**src/rtl/div_pkg.sv**
```systemverilog
// Shared types, constants and helpers for the divide issue/retire controller.
package div_pkg;

    localparam int unsigned DATA_W = 32;

    localparam logic [DATA_W-1:0] DBZ_QUOTIENT = 32'hFFFF_FFFF;

    typedef enum logic [1:0] {
        IDLE,
        SETTLE,
        DBZ,
        RESULT
    } div_state_e;

    // Two's-complement negate with 32-bit wrap when neg is set, so |0x8000_0000| stays 0x8000_0000.
    function automatic logic [DATA_W-1:0] cond_neg(input logic [DATA_W-1:0] x, input logic neg);
        return neg ? (~x + 1'b1) : x;
    endfunction

endpackage

```
**src/rtl/div_req_fifo.sv**
```systemverilog
// Synchronous first-word-fall-through request FIFO; DEPTH must be a power of two.
module div_req_fifo #(
    parameter int unsigned DEPTH = 4,
    parameter int unsigned WIDTH = 69
) (
    input  logic             clk,
    input  logic             rst,
    input  logic             push_i,
    input  logic [WIDTH-1:0] wdata_i,
    input  logic             pop_i,
    output logic [WIDTH-1:0] rdata_o,
    output logic             full_o,
    output logic             empty_o
);

    localparam int unsigned PTR_W = (DEPTH > 1) ? $clog2(DEPTH) : 1;
    localparam int unsigned CNT_W = PTR_W + 1;

    logic [WIDTH-1:0] mem_q [DEPTH];
    logic [PTR_W-1:0] wr_ptr_q, wr_ptr_d;
    logic [PTR_W-1:0] rd_ptr_q, rd_ptr_d;
    logic [CNT_W-1:0] count_q, count_d;
    logic             do_push;
    logic             do_pop;

    assign full_o  = (count_q == CNT_W'(DEPTH));
    assign empty_o = (count_q == '0);
    assign rdata_o = mem_q[rd_ptr_q];

    assign do_push = push_i && !full_o;
    assign do_pop  = pop_i && !empty_o;

    always_comb begin
        wr_ptr_d = wr_ptr_q;
        rd_ptr_d = rd_ptr_q;
        count_d  = count_q;
        if (do_push) begin
            wr_ptr_d = wr_ptr_q + 1'b1;
        end
        if (do_pop) begin
            rd_ptr_d = rd_ptr_q + 1'b1;
        end
        case ({do_push, do_pop})
            2'b10:   count_d = count_q + 1'b1;
            2'b01:   count_d = count_q - 1'b1;
            default: count_d = count_q;
        endcase
    end

    always_ff @(posedge clk) begin
        if (rst) begin
            wr_ptr_q <= '0;
            rd_ptr_q <= '0;
            count_q  <= '0;
        end else begin
            wr_ptr_q <= wr_ptr_d;
            rd_ptr_q <= rd_ptr_d;
            count_q  <= count_d;
        end
    end

    // Storage needs no reset: an entry is only read after it has been written.
    always_ff @(posedge clk) begin
        if (do_push) begin
            mem_q[wr_ptr_q] <= wdata_i;
        end
    end

endmodule

```
**src/rtl/div_issue_ctrl.sv**
```systemverilog
// Issues queued divide requests to a multicycle combinational divider and
// returns sign-corrected results on a valid/ready port.
module div_issue_ctrl
    import div_pkg::*;
#(
    parameter int unsigned DEPTH         = 4,
    parameter int unsigned SETTLE_CYCLES = 2,
    parameter int unsigned TAG_W         = 4
) (
    input  logic              clk,
    input  logic              rst,
    input  logic              in_valid,
    output logic              in_ready,
    input  logic [31:0]       in_a,
    input  logic [31:0]       in_b,
    input  logic              in_signed,
    input  logic [TAG_W-1:0]  in_tag,
    output logic [31:0]       div_a,
    output logic [31:0]       div_b,
    input  logic [31:0]       div_q,
    input  logic [31:0]       div_r,
    output logic              out_valid,
    input  logic              out_ready,
    output logic [31:0]       out_q,
    output logic [31:0]       out_r,
    output logic [TAG_W-1:0]  out_tag,
    output logic              out_dbz
);

    localparam int unsigned ENTRY_W = 2 * DATA_W + 1 + TAG_W;
    localparam int unsigned CNT_W   = (SETTLE_CYCLES > 1) ? $clog2(SETTLE_CYCLES) : 1;

    logic               fifo_full;
    logic               fifo_empty;
    logic               pop;
    logic [ENTRY_W-1:0] head;
    logic               e_signed;
    logic [TAG_W-1:0]   e_tag;
    logic [DATA_W-1:0]  e_a;
    logic [DATA_W-1:0]  e_b;

    div_state_e         state_q, state_d;
    logic [CNT_W-1:0]   cnt_q, cnt_d;
    logic [DATA_W-1:0]  opa_q, opa_d;
    logic [DATA_W-1:0]  opb_q, opb_d;
    logic [DATA_W-1:0]  dividend_q, dividend_d;
    logic               neg_quo_q, neg_quo_d;
    logic               neg_rem_q, neg_rem_d;
    logic [TAG_W-1:0]   tag_q, tag_d;
    logic               valid_q, valid_d;
    logic [DATA_W-1:0]  quo_q, quo_d;
    logic [DATA_W-1:0]  rem_q, rem_d;
    logic [TAG_W-1:0]   otag_q, otag_d;
    logic               dbz_q, dbz_d;

    div_req_fifo #(
        .DEPTH (DEPTH),
        .WIDTH (ENTRY_W)
    ) u_fifo (
        .clk     (clk),
        .rst     (rst),
        .push_i  (in_valid),
        .wdata_i ({in_signed, in_tag, in_a, in_b}),
        .pop_i   (pop),
        .rdata_o (head),
        .full_o  (fifo_full),
        .empty_o (fifo_empty)
    );

    assign {e_signed, e_tag, e_a, e_b} = head;

    assign in_ready  = !fifo_full;
    assign div_a     = opa_q;
    assign div_b     = opb_q;
    assign out_valid = valid_q;
    assign out_q     = quo_q;
    assign out_r     = rem_q;
    assign out_tag   = otag_q;
    assign out_dbz   = dbz_q;

    always_comb begin
        state_d    = state_q;
        cnt_d      = cnt_q;
        opa_d      = opa_q;
        opb_d      = opb_q;
        dividend_d = dividend_q;
        neg_quo_d  = neg_quo_q;
        neg_rem_d  = neg_rem_q;
        tag_d      = tag_q;
        valid_d    = valid_q;
        quo_d      = quo_q;
        rem_d      = rem_q;
        otag_d     = otag_q;
        dbz_d      = dbz_q;
        pop        = 1'b0;

        unique case (state_q)
            IDLE: begin
                pop = !fifo_empty;
            end
            SETTLE: begin
                if (cnt_q == '0) begin
                    quo_d   = cond_neg(div_q, neg_quo_q);
                    rem_d   = cond_neg(div_r, neg_rem_q);
                    otag_d  = tag_q;
                    dbz_d   = 1'b0;
                    valid_d = 1'b1;
                    state_d = RESULT;
                end else begin
                    cnt_d = cnt_q - 1'b1;
                end
            end
            DBZ: begin
                quo_d   = DBZ_QUOTIENT;
                rem_d   = dividend_q;
                otag_d  = tag_q;
                dbz_d   = 1'b1;
                valid_d = 1'b1;
                state_d = RESULT;
            end
            RESULT: begin
                if (out_ready) begin
                    valid_d = 1'b0;
                    pop     = !fifo_empty;
                    state_d = IDLE;
                end
            end
            default: state_d = IDLE;
        endcase

        // A pop always reloads the divider operands; it overrides the state chosen above.
        if (pop) begin
            opa_d      = cond_neg(e_a, e_signed && e_a[31]);
            opb_d      = cond_neg(e_b, e_signed && e_b[31]);
            dividend_d = e_a;
            neg_quo_d  = e_signed && (e_a[31] ^ e_b[31]);
            neg_rem_d  = e_signed && e_a[31];
            tag_d      = e_tag;
            cnt_d      = CNT_W'(SETTLE_CYCLES - 1);
            state_d    = (e_b == '0) ? DBZ : SETTLE;
        end
    end

    always_ff @(posedge clk) begin
        if (rst) begin
            state_q    <= IDLE;
            cnt_q      <= '0;
            opa_q      <= '0;
            opb_q      <= '0;
            dividend_q <= '0;
            neg_quo_q  <= 1'b0;
            neg_rem_q  <= 1'b0;
            tag_q      <= '0;
            valid_q    <= 1'b0;
            quo_q      <= '0;
            rem_q      <= '0;
            otag_q     <= '0;
            dbz_q      <= 1'b0;
        end else begin
            state_q    <= state_d;
            cnt_q      <= cnt_d;
            opa_q      <= opa_d;
            opb_q      <= opb_d;
            dividend_q <= dividend_d;
            neg_quo_q  <= neg_quo_d;
            neg_rem_q  <= neg_rem_d;
            tag_q      <= tag_d;
            valid_q    <= valid_d;
            quo_q      <= quo_d;
            rem_q      <= rem_d;
            otag_q     <= otag_d;
            dbz_q      <= dbz_d;
        end
    end

endmodule

```
**config.mk**
```make
export PLATFORM = sky130hd
export DESIGN_NAME = div_issue_ctrl
export DESIGN_NICKNAME = d
export VERILOG_FILES = /design/src/rtl/div_pkg.sv /design/src/rtl/div_req_fifo.sv /design/src/rtl/div_issue_ctrl.sv
export SDC_FILE = /design/constraint.sdc
export NUM_CORES = 1
export LEC_CHECK = 0
export BUFFER_PORTS_ARGS = -buffer_cell sky130_fd_sc_hd__clkbuf_2
export CAP_MARGIN = 20
export CORE_MARGIN = 4
export CORE_UTILIZATION = 40
export DETAILED_ROUTE_END_ITERATION = 12
export SLEW_MARGIN = 20
export SYNTH_ARGS = -nofsm -noshare
export SYNTH_HDL_FRONTEND = slang
export SYNTH_SLANG_ARGS = --single-unit
```
**constraint.sdc**
```tcl
create_clock -name clk -period 4.5 [get_ports clk]
set_input_delay 0.45 -clock clk [delete_from_list [all_inputs] [get_ports clk]]
set_output_delay 0.45 -clock clk [all_outputs]
set_load 0.01 [all_outputs]
```
; ---- Word-level counts from Yosys, hierarchy flattened
; Memory sizes are Yosys's and may differ from the RTL's. A register that Yosys moved wholly into a read port is not among the register bits.
; Index checks and enable logic that the tools add are counted.
[totals]
reg_bits = 182
mem_bits_rw = 276
input_bits = 137
out_inout_bits = 135
n_memories = 1
[mem_list]
columns = name, depth, width, rd, rd_clocked_by_memory_dff, wr, line_no
row1 = u_fifo.mem_q, 4, 69, 1, 1, 1, div_req_fifo.sv:19  ; logic [WIDTH-1:0] mem_q [DEPTH];
[op_classes]
add_sub_neg = 9
eq_ne = 10
mux = 30
bitwise = 5
n_reduce_logical = 18
[op_table]
columns = operator, n
row1 = two-way mux 32 bit, 6
row2 = adder 32 x 1 -> 32 bit (second input constant), 4
row3 = NOT 32 bit, 4
row4 = one-hot mux 32 bit (2 select lines), 2
row5 = logical NOT 32 bit, 1
row6 = two-way mux 2 bit, 6
row7 = two-way mux 1 bit, 9
row8 = one-hot mux 4 bit (2 select lines), 1
row9 = equality test 2 bit (second input constant), 3
row10 = != test 3 x 2 -> 1 bit (second input constant), 2
row11 = one-hot mux 2 bit (3 select lines), 1
row12 = one-hot mux 3 bit (2 select lines), 1
row13 = AND reduction 3 bit, 2
row14 = nonzero test 2 bit, 3
row15 = logical AND 1 bit, 5
row16 = adder 2 x 1 -> 2 bit (second input constant), 2
row17 = equality test 2 x 1 -> 1 bit (second input constant), 2
row18 = two-way mux 4 bit, 1
row19 = != test 2 bit (second input constant), 2
row20 = one-hot mux 1 bit (2 select lines), 2
row21 = nonzero test 4 bit, 1
row22 = adder 3 x 1 -> 3 bit (second input constant), 1
row23 = equality test 3 bit (second input constant), 1
row24 = logical NOT 3 bit, 1
row25 = other kinds (8), 9

; ---- Logic depth before layout (Yosys ltp)
; Gate-level depths: netlist (run 1).
[logic_depth]
depth_word = 7
ltp_mapped = 13
ltp_nobuf = 11

; ---- Hierarchy
; A second synthesis (run 1) with hierarchy kept.
[hier_totals]
hier_cells = 1535
area_unflattened_um2 = 19506.2
[modules_own_cells]
columns = module, instances, cells_per_inst, area_each_um2, seq_area_each_um2
row1 = div_req_fifo, 1, 415, 10435.0, 8468.1
row2 = div_issue_ctrl, 1, 1120, 9071.2, 3483.3

; ---- Worst setup path before layout (run 1)
; Ideal clock, no wire load.
[synth_timing]
path_kind = register to register
startpoint = register state_q[0]
endpoint = register u_fifo.count_q[2]
t_arrival_ns = 2.987
setup_slack_ns = 1.443
path_stages_with_launch = 13
path_cell_list = dfxtp_1 -> inv_1 -> ha_1 -> or3_1 -> inv_1 -> clkbuf_1 -> buf_1 -> ha_1 -> inv_1 -> fa_1 -> xor2_1 -> or3_1 -> a21oi_1
[synth_between]
elab_chain_len = 5
word_cells_on_any_way = 8
classes_between = 3 x eq/ne / 2 x mux / 3 x reduce/logical
[synth_lines]
columns = element, line_no
row1 = from (decl), div_issue_ctrl.sv:42  ; div_state_e state_q, state_d;
row2 = from (signal assigned), div_issue_ctrl.sv:160  ; state_q <= state_d;
row3 = equality test 2 bit or logical NOT 2 bit (tied branches), div_issue_ctrl.sv:97  ; unique case (state_q)
row4 = one-hot mux 1 bit (2 select lines) *, div_issue_ctrl.sv:97
row5 = logical AND 1 bit *, div_req_fifo.sv:31  ; assign do_pop = pop_i && !empty_o;
row6 = via u_fifo.do_pop, div_req_fifo.sv:24  ; logic do_pop;
row7 = equality test 2 x 1 -> 1 bit or equality test 2 bit (tied branches), div_req_fifo.sv:43  ; case ({do_push, do_pop})
row8 = one-hot mux 3 bit (2 select lines) or nonzero test 2 bit (tied branches), n/a
row9 = to (signal assigned), div_req_fifo.sv:58  ; count_q <= count_d;
row10 = to (decl), div_req_fifo.sv:22  ; logic [CNT_W-1:0] count_q, count_d;
; Mark *: on every way through the listed nets, which the timed path passes. The rest lies on a longest branch.
; A chain may end at the register's enable or synchronous reset.

==> results of run 1 <==
==> path summary, 6_finish.rpt <==
check	from	to	slack [ns]	cells after the start
worst max-delay path	flip-flop	div_b[21]	0.70	8
worst min-delay path	in_a[6]	u_fifo.mem_q[0][38]	0.1	1
worst max register to register	flip-flop	div_b[21]	0.70	8
worst min register to register	dividend_q[15]	dividend_q[15]	0.46	2
==> cells by family (layout without fill, tap and decap cells) <==
group | Yosys count | in the layout | synth area share [%]
adders and majority gates | 15 | 15 | 1.001
xor gates and xnor gates | 103 | 103 | 4.626
and+or+nand+nor | 464 | 464 | 11.30
buffers and inverters | 118 | 397 | 2.528
AOI/OAI and AO/OA | 312 | 312 | 11.04
other | 0 | 4 | 0
DFF | 459 | 459 | 61.28
muxes | 74 | 74 | 8.225
==> state kept, by name, summed over array words and instances (netlist names), named ones only <==
signal,cells
out_tag,4
out_q,32
neg_quo_q,1
u_fifo.wr_ptr_q,2
u_fifo.count_q,3
dividend_q,31
div_a,32
div_b,32
out_r,32
state_q,2
tag_q,4
neg_rem_q,1
out_valid,1
u_fifo.rd_ptr_q,2
cnt_q,1
u_fifo.mem_q,276
out_dbz,1
==> per-stage QoR <==
step           std cells  hold WS, ns  utilization [%]  power [W]
2_1_floorplan       1545       0.4321                -   0.009573
3_3_place_gp        2351       0.4449            44.64    0.01136
3_5_place_dp        2352       0.4487            44.69    0.01150
4_1_cts             2439      0.06536            47.77    0.01527
5_1_grt             2441      0.07948            47.79    0.01608
6_report            2443      0.09937            47.80    0.01513
==> power by group <==
group          internal [W]  leakage [nW]  switching [W]
Sequential          0.00541          4.03       0.000632
Combinational       0.00202          3.10        0.00332
Clock               0.00215         0.724        0.00158
==> metal layers <==
layer	wire (um)	up-vias	part of all wire (%)	GRT usage, %
met4	959	4	1.8	5.420
met3	3696	66	7.0	4.387
li1	-	6376	-	-
met1	23360	6804	44	27.24
met2	24750	484	47	31.65
met5	31	-	0.059	0
==> area by class of cell <==
cell class	instances	area [um^2]
fillers	4322	25030
clock buffers	68	1360
inverters	20	77.57
clock inverters	19	115.1
flip-flops and latches	459	11960
repair buffers	290	1525
well taps	615	769.5
diodes	4	10.01
multi-input cells	968	7099
==> cell usage in the layout (no fill, tap or decap), drive strengths merged, types with 7 or more instances in the layout <==
master  count
o211ai      8
a222oi     25
nand4      12
or2         7
clkinv     17
nor3       27
o41ai      17
o31ai      37
nand3      15
ha         14
a211oi     60
xnor2      46
nor4       19
inv        20
or4        11
buf        20
nand2b     10
nand2     156
o21ai      37
clkbuf    338
edfxtp    276
nor2      148
dfxtp     183
and3        8
a21oi      84
or3        31
mux4       69
xor2       57
==> critical path: stages (launching register included) <==
cell	delay [ns]
dfxtp_4	0.92
buf_4	0.36
buf_4	0.26
mux4_2	0.61
nand2_1	0.63
nor2_1	0.11
a21oi_1	0.18
mux2i_1	0.11
a2111oi_0	0.44
==> results.cfg, run 1 <==
[synthesis]
synth_nets = 1697
syn_area_mm2 = 0.01950
synthArstFlopShare_pct = 0
ys_top_cells_by_area = edfxtp_1, dfxtp_1, mux4_2
synth_top_area_share_pct = 42.50
syn-mean-instance-area_um2 = 12.62
synth_flop_cell = edfxtp_1
synth_largest_area_cell = edfxtp_1
synth-seq-area-share_pct = 61.28
yosysWarnings = 0
postSynthCellCount = 1545
yosysMostFrequentCell = edfxtp_1
synth-edff-count = 276
netlist_top_cells_count = edfxtp_1, dfxtp_1, nand2_1
ys_types = 63
ys_ff_latch = 459

[global_routing]
gr-total-overflow = 0
antenna_found_initial = 7
track_usage_pct = 19.73
grt_pass1_wl_um = 81560
grt_max_degree = 110
grt_pass1_vias = 13390

[min_path]
hold_path_class = in -> reg

[critical_path]
cp.arrival_ns = 4.23
end_kind = flip-flop
crit_required_ns = 4.93
worstSetupPathType = reg -> reg
cp_max_fo = 41
worst_setup_path_start_kind = flip-flop

[route]
route.detailed.drc = 0
initialDrtViolationCount = 1124
vias = 13730
viasPerCell = 5.622
dr.pass1.iters = 5
ant_nets = 0
finalWirelength_um = 52800
routedWlPerCell_um = 21.61

[clock_network]
tritoncts = built
cts_resized = 0
cts_root_buf = clkbuf_16
htreeDepth = 2
cts_hold_buf = 0
cts_sinks = 459
cts-buffers-inserted = 47
ctsLongestPathBuffers = 3
post_cts_buffers = 0
clkLatencyLatePin_ns = 0.57
clk_pin_slew_worst_paths_ns = 0.06

[placement]
place_ws_ns = 0.5962
port_buffers = 271
gp_congestion = 0.8520
hpwl_um = 36170
place_area_mm2 = 0.02143

[sta]
drv_slew = 0
finalClockSkew_ns = 0.01406
hold_viol = 0
relSlewSlack_pct = 29.29
final.setup.worst_slack_ns = 0.6957
fin_crit_ns = 3.804
setup_violations = 0
min_period_over_period_pct = 84.54
fmax_ghz = 0.2629
fin_tns_setup_ns = 0
rsz0062_at_grt = false
worstMarginPinSlew_ns = 1.059

[job]
maxCapViolations = 0

[floorplan]
start_util_pct = 40.68
io-pin-count = 272
coreArea_mm2 = 0.04795
die_w_um = 228.8
die_y_um = 228.8
fp-row-count = 80
die_area_mm2 = 0.05235

[final_layout]
fin_nets = 1938
area_growth_pct = 17.51
postLayoutCellArea_mm2 = 0.02292
drive_gt1_share_pct = 25.00

[power_and_ir_drop]
power.density_mw_per_mm2 = 660.1
leakage_nw = 7.863
ir_worst_vdd_mv = 0.3574

[outcome]
outcome = completed
Note: power is estimated with default switching activity, not from simulation.
==> run 2: changes to the inputs <==
Clock period 4.5 ns to 3.1 ns, I/O delays scaled along.
==> run 2 against run 1 <==
  * Via count is 2.7% higher
  * Cell area is 5.8% higher
  * Total power grew 49%
  * Sequential share of layout area down 2.9 points
  * Die area unchanged
  * Worst setup slack worse by 0.62 ns
  * Core utilization increased by 2.8 points
  * Count of clock-buffer cells in the layout stayed put
  * Clock skew about the same
  * Critical path depth is the same
  * Global-route usage up 0.28 points
==> results.cfg, run 2 (synthesized netlist as in run 1, its figures left out) <==
[outcome]
outcome = completed

[floorplan]
io-pin-count = 272
fp-row-count = 80
die_y_um = 228.8
coreArea_mm2 = 0.04795
die_w_um = 228.8
die_area_mm2 = 0.05235
start_util_pct = 40.68

[critical_path]
rr_endpoint = div_a[30]
path_cells = buf_6 > buf_4 > mux4_2 > or4_4 > or4_4 > nor4_4 > mux2i_1 > nor3_2
critPathBufInv = 2
worstRegToRegCells = 8
crit_required_ns = 3.53
end_kind = flip-flop
worstSetupPathType = reg -> reg
cp.arrival_ns = 3.46
crit_top_cell = or4_4
path_depth = 8
cp_slowest_cell = or4_4
cpLargestDelayFamily = simple AND/OR/NAND/NOR gates
worst_setup_path_start_kind = flip-flop
max_stage_delay_ns = 0.57
cp_max_fo = 8
ff2ff_setup_slack_ns = 0.07

[route]
routedWlPerCell_um = 21.07
ant_nets = 0
finalWirelength_um = 54200
dr.pass1.iters = 7
vias = 14110
initialDrtViolationCount = 1266
viasPerCell = 5.484
route.detailed.drc = 0

[min_path]
hp-start = in_b[22]
holdPathStages = 1
hold_path_class = in -> reg
worstHoldEndpoint = u_fifo.mem_q[2][22]

[job]
maxCapViolations = 0

[clock_network]
cts_root_buf = clkbuf_16
cts-buffers-inserted = 48
tritoncts = built
cts_sinks = 459
ctsLongestPathBuffers = 3
htreeDepth = 2
clk_pin_slew_worst_paths_ns = 0.06
clkLatencyLatePin_ns = 0.57

[global_routing]
gr-total-overflow = 0
grt_pass1_vias = 13860
grt_max_degree = 142
antenna_found_initial = 4
track_usage_pct = 20.01
grt_pass1_wl_um = 82830

[final_layout]
layout_common_cells = edfxtp_1, clkbuf_2, dfxtp_1, nand2_1, nor2_1
layout_commonest_cell = edfxtp_1
fillers = 4276
fin_nets = 2068
regMostFlops = u_fifo.mem_q
utilization_pct = 50.57
drive_gt1_share_pct = 27.14
seq_area_mm2 = 0.01196
largest_reg_flops = 276
final_cells = 2572
multi_input_area_mm2 = 0.007137
area_growth_pct = 24.32

[sta]
worstMarginPinSlew_ns = 1.029
drv_slew = 0
fin_crit_ns = 3.027
relSlewSlack_pct = 31.33
setup_violations = 0
finalClockSkew_ns = 0.01384
hold_viol = 0
fmax_ghz = 0.3304
min_period_over_period_pct = 97.63

[power_and_ir_drop]
power.density_mw_per_mm2 = 932.7
leakage_nw = 8.511
ir_worst_vdd_mv = 0.5391

[placement]
hpwl_um = 37420
placed_cells = 2396
port_buffers = 271
gp_congestion = 0.8565
run 2: cell count changes in the layout (fill, tap and decap cells not counted), sizes merged:
cell	previous run	this run
dlygate4sd3	0	68
clkinvlp	1	3
bufinv	1	2
clkinv	17	14
buf	20	81
run 2: timing repair:
action,in CTS,in global routing
gates resized for setup,0,12
setup buffers,0,17
endpoints found under the hold margin,272,0
endpoints found under the setup margin,0,30
hold buffers,68,0
run 2: metal layers:
metal | GRT usage [%] | vias up | routed length (um)
met4 | 4.431 | 2 | 979
met3 | 4.711 | 72 | 3825
met2 | 32.35 | 476 | 25400
li1 | - | 6646 | -
met5 | 0 | - | 12
met1 | 27.70 | 6909 | 23980
run 2: where the power goes:
group	leakage, nW	internal (W)	switching (W)
Combinational	3.73	0.00328	0.00508
Sequential	4.03	0.00785	0.000785
Clock	0.752	0.00327	0.00235
Total	8.51	0.0144	0.00821
run 2: final cells by class:
cell class              instances  area share [%]
inverters                      20          0.3199
repair buffers                419           11.38
clock buffers                  68           5.708
multi-input cells             968           29.44
diodes                          4         0.04128
well taps                     615           3.174
flip-flops and latches        459           49.32
clock inverters                19          0.6193
run 2: how the worst max path moves through the flow:
| stage | startpoint | end | slack [ns] |
|---|---|---|---|
| final | flip-flop | div_a[30] | 0.07 |
| after global routing | flip-flop | div_b[28] | -0.02 |
| after CTS | flip-flop | div_b[17] | 0.002 |
| after detailed placement | flip-flop | div_b[17] | 0.03 |
| after global placement | flip-flop | div_b[17] | 0.04 |
| after floorplan | state_q[0] | u_fifo.count_q[2] | 0.04 |
run 2: worst register-to-register path, stage by stage, from the launching register on:
cell and delay, ns:
dfxtp_4 0.43, buf_6 0.16, buf_4 0.12, mux4_2 0.50, or4_4 0.56, or4_4 0.57, nor4_4 0.25, mux2i_1 0.24
nor3_2 0.05
run 2: stage by stage:
stage,instance area [um^2],hold slack (ns),power [W],TNS (ns),setup slack [ns]
floorplan,19500,0.4089,0.01390,0,0.04251
global placement,21840,0.4438,0.01677,0,0.04282
detailed placement,21840,0.4485,0.01689,0,0.03066
CTS,24050,0.004071,0.02266,0,0.001560
global route,24240,0.008380,0.02400,-0.06332,-0.02095
finish,24250,0.03317,0.02262,0,0.07339
